[config.mk]
export PLATFORM = sky130hd
export DESIGN_NAME = bc_buffer_mc
export DESIGN_NICKNAME = d
export VERILOG_FILES = /design/src/rtl/bc_buffer_pkg.sv /design/src/rtl/bc_fifo.sv /design/src/rtl/bc_buffer_mc.sv
export SDC_FILE = /design/constraint.sdc
export NUM_CORES = 1
export LEC_CHECK = 0
export ABC_AREA = 1
export CAP_MARGIN = 20
export CORE_AREA = 2 2 217 219
export CTS_CLUSTER_DIAMETER = 50
export DETAILED_ROUTE_END_ITERATION = 16
export DIE_AREA = 0 0 219 221
export PLACE_DENSITY_LB_ADDON = 0.3
export SYNTH_ARGS = -nofsm -noshare
export SYNTH_HDL_FRONTEND = slang
export SYNTH_SLANG_ARGS = --single-unit
[constraint.sdc]
create_clock -name clk -period 4.5 [get_ports clk]
set_input_delay 0.45 -clock clk [delete_from_list [all_inputs] [get_ports clk]]
set_output_delay 0.45 -clock clk [all_outputs]
set_load 0.05 [all_outputs]
[src/rtl/bc_buffer_pkg.sv]
// rtl/bc_buffer_pkg.sv - shared defaults, sizing helper and word type for the bridge buffer
// Purpose: default geometry of bc_buffer_mc, level-width helper, packed word type.
package bc_buffer_pkg;

  localparam int BC_DATA_W_DEF = 16;
  localparam int BC_DEPTH_DEF  = 16;
  localparam int BC_WORD_W     = BC_DATA_W_DEF;

  // Occupancy must represent 0..depth inclusive.
  function automatic int lvl_w(input int depth);
    return $clog2(depth + 1);
  endfunction

  typedef struct packed {
    logic                 valid;
    logic [BC_WORD_W-1:0] data;
  } bc_word_t;

endpackage

[src/rtl/bc_fifo.sv]
// rtl/bc_fifo.sv - single-clock show-ahead ready/valid FIFO with flush, level and almost-full
// Purpose: one direction of the bridge buffer.
// Ports: clk_i, rst_ni (sync, active-low), flush_i,
//        in_valid_i/in_data_i/in_rdy_o (write side),
//        out_rdy_i/out_valid_o/out_data_o (read side, head word shown ahead),
//        level_o (occupancy), afull_o (level_o >= AFULL_LVL). All outputs registered.
module bc_fifo
  import bc_buffer_pkg::*;
#(
  parameter  int DATA_W    = BC_DATA_W_DEF,
  parameter  int DEPTH     = BC_DEPTH_DEF,
  parameter  int AFULL_LVL = DEPTH - 2,
  localparam int LVL_W     = lvl_w(DEPTH),
  localparam int PTR_W     = $clog2(DEPTH)
) (
  input  logic              clk_i,
  input  logic              rst_ni,
  input  logic              flush_i,
  input  logic              in_valid_i,
  input  logic [DATA_W-1:0] in_data_i,
  output logic              in_rdy_o,
  input  logic              out_rdy_i,
  output logic              out_valid_o,
  output logic [DATA_W-1:0] out_data_o,
  output logic [LVL_W-1:0]  level_o,
  output logic              afull_o
);

  logic [DATA_W-1:0] mem_q [DEPTH];
  logic [PTR_W-1:0]  wr_ptr_q, wr_ptr_d, rd_ptr_q, rd_ptr_d;
  logic [LVL_W-1:0]  level_q, level_d;
  logic              in_rdy_q, in_rdy_d, out_valid_q, out_valid_d, afull_q, afull_d;
  logic [DATA_W-1:0] out_data_q, out_data_d;
  logic              push, pop;

  always_comb begin
    push        = in_valid_i && in_rdy_q;
    pop         = out_valid_q && out_rdy_i;
    wr_ptr_d    = wr_ptr_q;
    rd_ptr_d    = rd_ptr_q;
    level_d     = level_q;
    out_data_d  = out_data_q;
    if (flush_i) begin
      wr_ptr_d = '0;
      rd_ptr_d = '0;
      level_d  = '0;
    end else begin
      if (push) wr_ptr_d = wr_ptr_q + PTR_W'(1);
      if (pop)  rd_ptr_d = rd_ptr_q + PTR_W'(1);
      level_d = level_q + LVL_W'(push) - LVL_W'(pop);
      // The head register must hold the word that is at the front after this edge.
      // When the FIFO holds at most one word, that word may be the one arriving now.
      if (pop) begin
        if (level_q >= LVL_W'(2))
          out_data_d = mem_q[rd_ptr_q + PTR_W'(1)];
        else if (push)
          out_data_d = in_data_i;
      end else if (level_q == '0 && push) begin
        out_data_d = in_data_i;
      end
    end
    in_rdy_d    = level_d < LVL_W'(DEPTH);
    out_valid_d = level_d != '0;
    afull_d     = level_d >= LVL_W'(AFULL_LVL);
  end

  always_ff @(posedge clk_i) begin
    if (!rst_ni) begin
      wr_ptr_q    <= '0;
      rd_ptr_q    <= '0;
      level_q     <= '0;
      in_rdy_q    <= 1'b0;
      out_valid_q <= 1'b0;
      out_data_q  <= '0;
      afull_q     <= 1'b0;
    end else begin
      wr_ptr_q    <= wr_ptr_d;
      rd_ptr_q    <= rd_ptr_d;
      level_q     <= level_d;
      in_rdy_q    <= in_rdy_d;
      out_valid_q <= out_valid_d;
      out_data_q  <= out_data_d;
      afull_q     <= afull_d;
    end
  end

  // Storage is not reset; validity is carried by level/pointers.
  always_ff @(posedge clk_i) begin
    if (rst_ni && push && !flush_i) mem_q[wr_ptr_q] <= in_data_i;
  end

  assign in_rdy_o    = in_rdy_q;
  assign out_valid_o = out_valid_q;
  assign out_data_o  = out_data_q;
  assign level_o     = level_q;
  assign afull_o     = afull_q;

endmodule

[src/rtl/bc_buffer_mc.sv]
// rtl/bc_buffer_mc.sv - bidirectional bridge buffer between controller and avoidance block
// Purpose: two independent FIFOs, c2a (ctrl_in -> avoid_out) and a2c (avoid_in -> ctrl_out).
// Ports: clk, rst (sync, active-low); per direction write side *_in_valid/_data/_rdy,
//        read side *_out_rdy/_valid/_data, *_flush, *_level, *_afull.
// Option BC_BUFFER_STATS_EN: adds c2a_push_cnt/a2c_push_cnt, saturating counts of pushes
//        that land in the FIFO; cleared by reset only.
module bc_buffer_mc
  import bc_buffer_pkg::*;
#(
  parameter  int DATA_W    = BC_DATA_W_DEF,
  parameter  int DEPTH     = BC_DEPTH_DEF,
  parameter  int AFULL_LVL = DEPTH - 2,
  localparam int LVL_W     = lvl_w(DEPTH)
) (
  input  logic              clk,
  input  logic              rst,
  input  logic              ctrl_in_valid,
  input  logic [DATA_W-1:0] ctrl_in_data,
  output logic              ctrl_in_rdy,
  input  logic              avoid_out_rdy,
  output logic              avoid_out_valid,
  output logic [DATA_W-1:0] avoid_out_data,
  input  logic              avoid_in_valid,
  input  logic [DATA_W-1:0] avoid_in_data,
  output logic              avoid_in_rdy,
  input  logic              ctrl_out_rdy,
  output logic              ctrl_out_valid,
  output logic [DATA_W-1:0] ctrl_out_data,
  input  logic              c2a_flush,
  input  logic              a2c_flush,
  output logic [LVL_W-1:0]  c2a_level,
  output logic [LVL_W-1:0]  a2c_level,
  output logic              c2a_afull,
  output logic              a2c_afull
`ifdef BC_BUFFER_STATS_EN
  ,
  output logic [31:0]       c2a_push_cnt,
  output logic [31:0]       a2c_push_cnt
`endif
);

  bc_fifo #(.DATA_W(DATA_W), .DEPTH(DEPTH), .AFULL_LVL(AFULL_LVL)) u_c2a (
    .clk_i(clk), .rst_ni(rst), .flush_i(c2a_flush),
    .in_valid_i(ctrl_in_valid), .in_data_i(ctrl_in_data), .in_rdy_o(ctrl_in_rdy),
    .out_rdy_i(avoid_out_rdy), .out_valid_o(avoid_out_valid), .out_data_o(avoid_out_data),
    .level_o(c2a_level), .afull_o(c2a_afull)
  );

  bc_fifo #(.DATA_W(DATA_W), .DEPTH(DEPTH), .AFULL_LVL(AFULL_LVL)) u_a2c (
    .clk_i(clk), .rst_ni(rst), .flush_i(a2c_flush),
    .in_valid_i(avoid_in_valid), .in_data_i(avoid_in_data), .in_rdy_o(avoid_in_rdy),
    .out_rdy_i(ctrl_out_rdy), .out_valid_o(ctrl_out_valid), .out_data_o(ctrl_out_data),
    .level_o(a2c_level), .afull_o(a2c_afull)
  );

`ifdef BC_BUFFER_STATS_EN
  // A push discarded by a same-cycle flush never entered the FIFO and is not counted.
  logic c2a_push, a2c_push;
  assign c2a_push = ctrl_in_valid && ctrl_in_rdy && !c2a_flush;
  assign a2c_push = avoid_in_valid && avoid_in_rdy && !a2c_flush;

  always_ff @(posedge clk) begin
    if (!rst) begin
      c2a_push_cnt <= '0;
      a2c_push_cnt <= '0;
    end else begin
      if (c2a_push && c2a_push_cnt != 32'hFFFF_FFFF) c2a_push_cnt <= c2a_push_cnt + 32'd1;
      if (a2c_push && a2c_push_cnt != 32'hFFFF_FFFF) a2c_push_cnt <= a2c_push_cnt + 32'd1;
    end
  end
`endif

endmodule

======== Word level (Yosys, flattened, before mapping) ========
Memory sizes are Yosys's and may differ from the RTL's.
Cells that the tools add are included.
cells by class
  $add $sub $neg .......................... 8
  eq/ne operators ......................... 2
  $lt $le $gt $ge ......................... 6
  bitwise logic cells ..................... 3
  reductions and logical operators ........ 22
  multiplexer cells ....................... 14
operators by type and width
  cell                                                               number
  two-way mux 16 bit                                                 8
  adder 4 x 1 -> 4 bit, second input constant                        4
  adder 5 x 1 -> 5 bit                                               2
  greater-or-equal comparator 5 x 2 -> 1 bit, second input constant  2
  greater-or-equal comparator 5 x 4 -> 1 bit, second input constant  2
  logical AND 1 bit                                                  10
  zero test 5 bit                                                    2
  < comparator 5 bit, second input constant                          2
  two-way mux 5 bit                                                  2
  nonzero test 5 bit                                                 2
  subtractor 5 x 1 -> 5 bit                                          2
  inequality test 3 x 2 -> 1 bit, second input constant              2
  AND reduction 3 bit                                                2
  two-way mux 1 bit                                                  4
  nonzero test 2 bit                                                 2
  OR reduction 2 bit                                                 2
  NOT 1 bit                                                          3
  zero test 1 bit                                                    2
storage, ports and cells
  memories ................................ 2
  input port bits ......................... 40
  word-level logic and storage cells ...... 71
  output and inout bits ................... 48
  RAM bits ................................ 512
  bits in registers ....................... 64
memory list
  memory       depth  width  read ports  clocked after memory_dff  write ports  line           text
  u_a2c.mem_q  16     16     1           0                         1            bc_fifo.sv:29  logic [DATA_W-1:0] mem_q [DEPTH];
  u_c2a.mem_q  16     16     1           0                         1            bc_fifo.sv:29

======== Longest topological paths before layout ========
  depth after elaboration ................. 5
  gate-level depth with buffers ........... 15
  gate-level depth less buffers ........... 15

======== Hierarchy ========
Synthesis repeated with hierarchy kept, for this count alone.
second synthesis, totals
  cells, all modules ...................... 2494
  area total of the unflattened synthesis .. 25204.2 um^2
modules (own cells, without submodules)
  module           cells each  area an instance (um^2)  seq. area each (um^2)  instances
  bc_fifo (u_a2c)  1248        12604.6                  8328.0                 1
  bc_fifo (u_c2a)  1246        12599.6                  8328.0                 1

======== Least setup slack after synthesis ========
OpenSTA, ideal clock, no wires.
  path type ............................... register to register
  start point ............................. register u_c2a.in_rdy_q, in the netlist u_c2a.in_rdy_o
  end point ............................... memory u_c2a.mem_q[11][0] in the netlist's numbering (enable)
  library setup time ...................... 0.409 ns
  required time ........................... 4.091 ns
  path slack .............................. 1.839 ns
  period minus slack after synthesis ...... 2.661 ns
  data arrival time ....................... 2.252 ns
  cell stages (with the launch flop) ...... 5
  path buffers ............................ 0
  cell sequence ........................... dfxtp_1 nand2_1 inv_1 nand2_1 nor3_1
on the way
  cells in the longest elaborated chain, start to end .. 5
ends and longest elaborated chain
  item                                     line           text
  start, declared                          bc_fifo.sv:32  logic in_rdy_q, in_rdy_d, out_valid_q, out_valid_d, afull_q, afull_d;
  start signal, assigned                   bc_fifo.sv:80  in_rdy_q <= in_rdy_d;
  logical AND 1 bit                        bc_fifo.sv:37  push = in_valid_i && in_rdy_q;
  named net u_c2a.push                     bc_fifo.sv:34  logic push, pop;
  logical AND 1 bit (2 in series)          bc_fifo.sv:89  if (rst_ni && push && !flush_i) mem_q[wr_ptr_q] <= in_data_i;
  two-way mux 1 bit                        bc_fifo.sv:89
  two-way mux 1 bit (not written as such)  bc_fifo.sv:89
  end, declared                            bc_fifo.sv:29
The timed path passes the listed nets, and every way through them passes these cells.

======== Final worst setup path ========
  start point ............................. register u_c2a.rd_ptr_q[0]
  end point ............................... register u_c2a.out_data_q[11], in the netlist u_c2a.out_data_o[11]
on the way
  cells in the longest elaborated chain, start to end .. 4
ends and longest elaborated chain
  item                    line           text
  start, declared         bc_fifo.sv:30  logic [PTR_W-1:0] wr_ptr_q, wr_ptr_d, rd_ptr_q, rd_ptr_d;
  start signal, assigned  bc_fifo.sv:78  rd_ptr_q <= rd_ptr_d;
  adder 4 x 1 -> 4 bit    bc_fifo.sv:55  out_data_d = mem_q[rd_ptr_q + PTR_W'(1)];
  memory (16 x 16 bit)    n/a
  two-way mux 16 bit      bc_fifo.sv:54  if (level_q >= LVL_W'(2))
  two-way mux 16 bit      bc_fifo.sv:53  if (pop) begin
  end signal, assigned    bc_fifo.sv:82  out_data_q <= out_data_d;
  end, declared           bc_fifo.sv:33  logic [DATA_W-1:0] out_data_q, out_data_d;
Every way passes these cells.
A chain may end at the register's enable or synchronous reset.

==> run summary <==
async set or reset register ratio after synthesis: 0
crit path launch type: flop
Die W: 219 um
clk_skew: 0.0172 ns
sequential fraction of the synthesis area: 0.664
cells on worst reg2reg path: 9
via count: 17600
io pins: 88
leakage: 0.0115 uW
CP Data Required Time: 5.03 ns
H-tree depth: 2
Std-Cell Rows: 79
post-CTS sizing: 0
share of cells above drive strength 1: 0.0800
fin util: 0.623
synthesized area per cell: 10.1 um2
DRT iter0 DRCs: 1948
minimum clock period: 2.87 ns
CP Max Fanout: 52
Hold Crit Depth: 3
dominant cell type by area after synthesis: edfxtp_1
Initial Util: 0.545
ratio of final minimum period to clock period: 0.638
Root Buffer Master: clkbuf_16
f_max: 348 MHz
Max-cap violations: 0
top post-synthesis cells by area: edfxtp_1 61%, nand2_1 13%, nand3_1 7.1%
initial antenna violation count: 1
DR pass1 iterations: 6
Fin. Hold Viols: 0
core area: 0.0461 mm2
Detail Placement HPWL: 37.7 mm
total track usage: 0.260
Primary FF master, synth: edfxtp_1
clock-pin slew on the worst setup and hold paths: 0.06 ns
# port buffers: 87
#FFs+latches synth: 576
max_slew headroom: 0.320
Synth-to-Final Area Change: 14.4%
Pwr Total: 13100 uW
Clock Latency Late Sink: 0.62 ns
Synth warnings: 0
Cell variety after synth: 31
# clock sinks: 576
Post-Synthesis Cells: 2487
total CTS buffers: 56
GPL Wtd Cong: 0.893
path type of the worst setup path: reg -> reg
VDD IR max: 0.000506 V
first-pass GRT wire length: 97.1 mm
power per cell area: 456 mW/mm2
status: finished clean
Post-CTS Hold Fix Bufs: 0
post-CTS setup buffer count: 0
setup TNS: 0 ns
total grt overflow: 0
Synth top area share: 0.613
Die H: 221 um
die area: 0.0484 mm2
Worst Tran Pin Value: 1.02 ns
Final Setup Violations: 0
number of global-route vias before repair: 17300
Vias/cell: 5.47
routed wire length: 62.2 mm
Layout Nets: 2634
CP endpoint kind: flop
Clock Tree Buf Depth: 3
Worst Path Arrival: 3.40 ns
Mapped Nets: 2555
Mapped Area: 0.0251 mm2
EDFF count, synth: 512
max-slew violation count: 0
largest net degree at the start of global routing: 109
unrepaired setup endpoints after global routing: no
ANT nets after route: 0
clock tree from TritonCTS: yes
most frequent cell after synthesis: nand2_1
wire per inst: 19.3 um
Residual DRC: 0
worst hold path class: in -> reg
Post-synth top cells: 873 x nand2_1, 512 x edfxtp_1, 358 x nand3_1, 308 x inv_1, 115 x nor2_1
-- state kept, by name, indices dropped and copies added (netlist names), 4 cells and up --
signal            count
u_a2c.level_o         5
u_a2c.out_data_o     16
u_a2c.rd_ptr_q        4
u_a2c.mem_q         256
u_a2c.wr_ptr_q        4
u_c2a.out_data_o     16
u_c2a.mem_q         256
u_c2a.rd_ptr_q        4
u_c2a.level_o         5
u_c2a.wr_ptr_q        4
-- final timing paths --
kind,from,to,slack (ns)
setup / recovery,u_c2a.rd_ptr_q[0],u_c2a.out_data_o[11],1.63
hold / removal,rst,u_a2c.out_valid_o,0.45
setup reg to reg,u_c2a.rd_ptr_q[0],u_c2a.out_data_o[11],1.63
hold reg to reg,u_a2c.out_data_o[12],u_a2c.out_data_o[12],0.48
-- metal layers --
layer  share of wire  global-route usage  wire, um
met5               0                   0         0
met4           0.025              0.0743      1560
met3           0.097              0.0520      6060
met2            0.46               0.402     28600
met1            0.42               0.375     25900
-- per-stage QoR --
stage	instance area, um2	cells	setup WS (ns)	hold WS [ns]
after floorplan	25100	2487	1.84	0.497
after global routing	28700	3221	1.45	0.466
final	28700	3222	1.63	0.452
after detailed placement	26600	3109	1.26	0.463
after global placement	26500	3108	1.33	0.471
after CTS	28600	3215	1.55	0.429
-- cell type report --
| type | count | area (um2) |
|---|---|---|
| Antenna cell | 1 | 2.50 |
| Clock buffer | 80 | 1610 |
| Clock inverter | 26 | 388 |
| Fill cell | 3642 | 17300 |
| Inverter | 312 | 1180 |
| Multi-Input combinational cell | 1482 | 6740 |
| Sequential cell | 576 | 16700 |
| Tap cell | 607 | 759 |
| Timing Repair Buffer | 138 | 1370 |
-- worst max-delay path, stage by stage, from the launching register on --
cell and delay [ns]:
dfxtp_4 0.73, ha_2 0.41, inv_2 0.70, buf_4 0.38, nand2_1 0.08, nand3_1 0.10
nand3_1 0.08, nand3_1 0.09, nand2_1 0.06, a21oi_1 0.13
-- where the power goes --
| part | internal (uW) | switching (uW) |
|---|---|---|
| Combinational | 612 | 1420 |
| Sequential | 5910 | 86.3 |
| Clock | 3060 | 2010 |
| Total | 9580 | 3520 |
-- cell families (layout without fill, tap and decap cells) --
logic type | Yosys count | in the layout | share of synthesized area
other | 0 | 1 | 0
DFF | 576 | 576 | 0.664
AOI/OAI and AO/OA | 77 | 77 | 0.0189
xor gates and xnor gates | 6 | 6 | 0.00479
and+or+nand+nor | 1371 | 1371 | 0.227
adders and majority gates | 28 | 28 | 0.0146
buffers and inverters | 429 | 556 | 0.0712
-- placed cells by master (no fill, tap or decap), types with 3 or more instances in the layout --
cell	instances
nor3_2	4
a21oi_1	30
buf_16	4
nand3_1	358
clkbuf_16	57
nand3_2	12
nor3_1	4
bufinv_16	10
nor2_2	16
clkinv_4	3
buf_4	44
a21oi_2	20
ha_1	24
dfxtp_1	62
clkinv_2	8
inv_2	3
a31oi_1	3
clkdlybuf4s50_1	87
clkinv_1	5
inv_1	305
nor2_1	99
clkbuf_1	13
o21ai_0	19
edfxtp_1	512
nand4_1	3
clkbuf_8	10
nand2_1	873
Power figures use the tool's default switching activity.
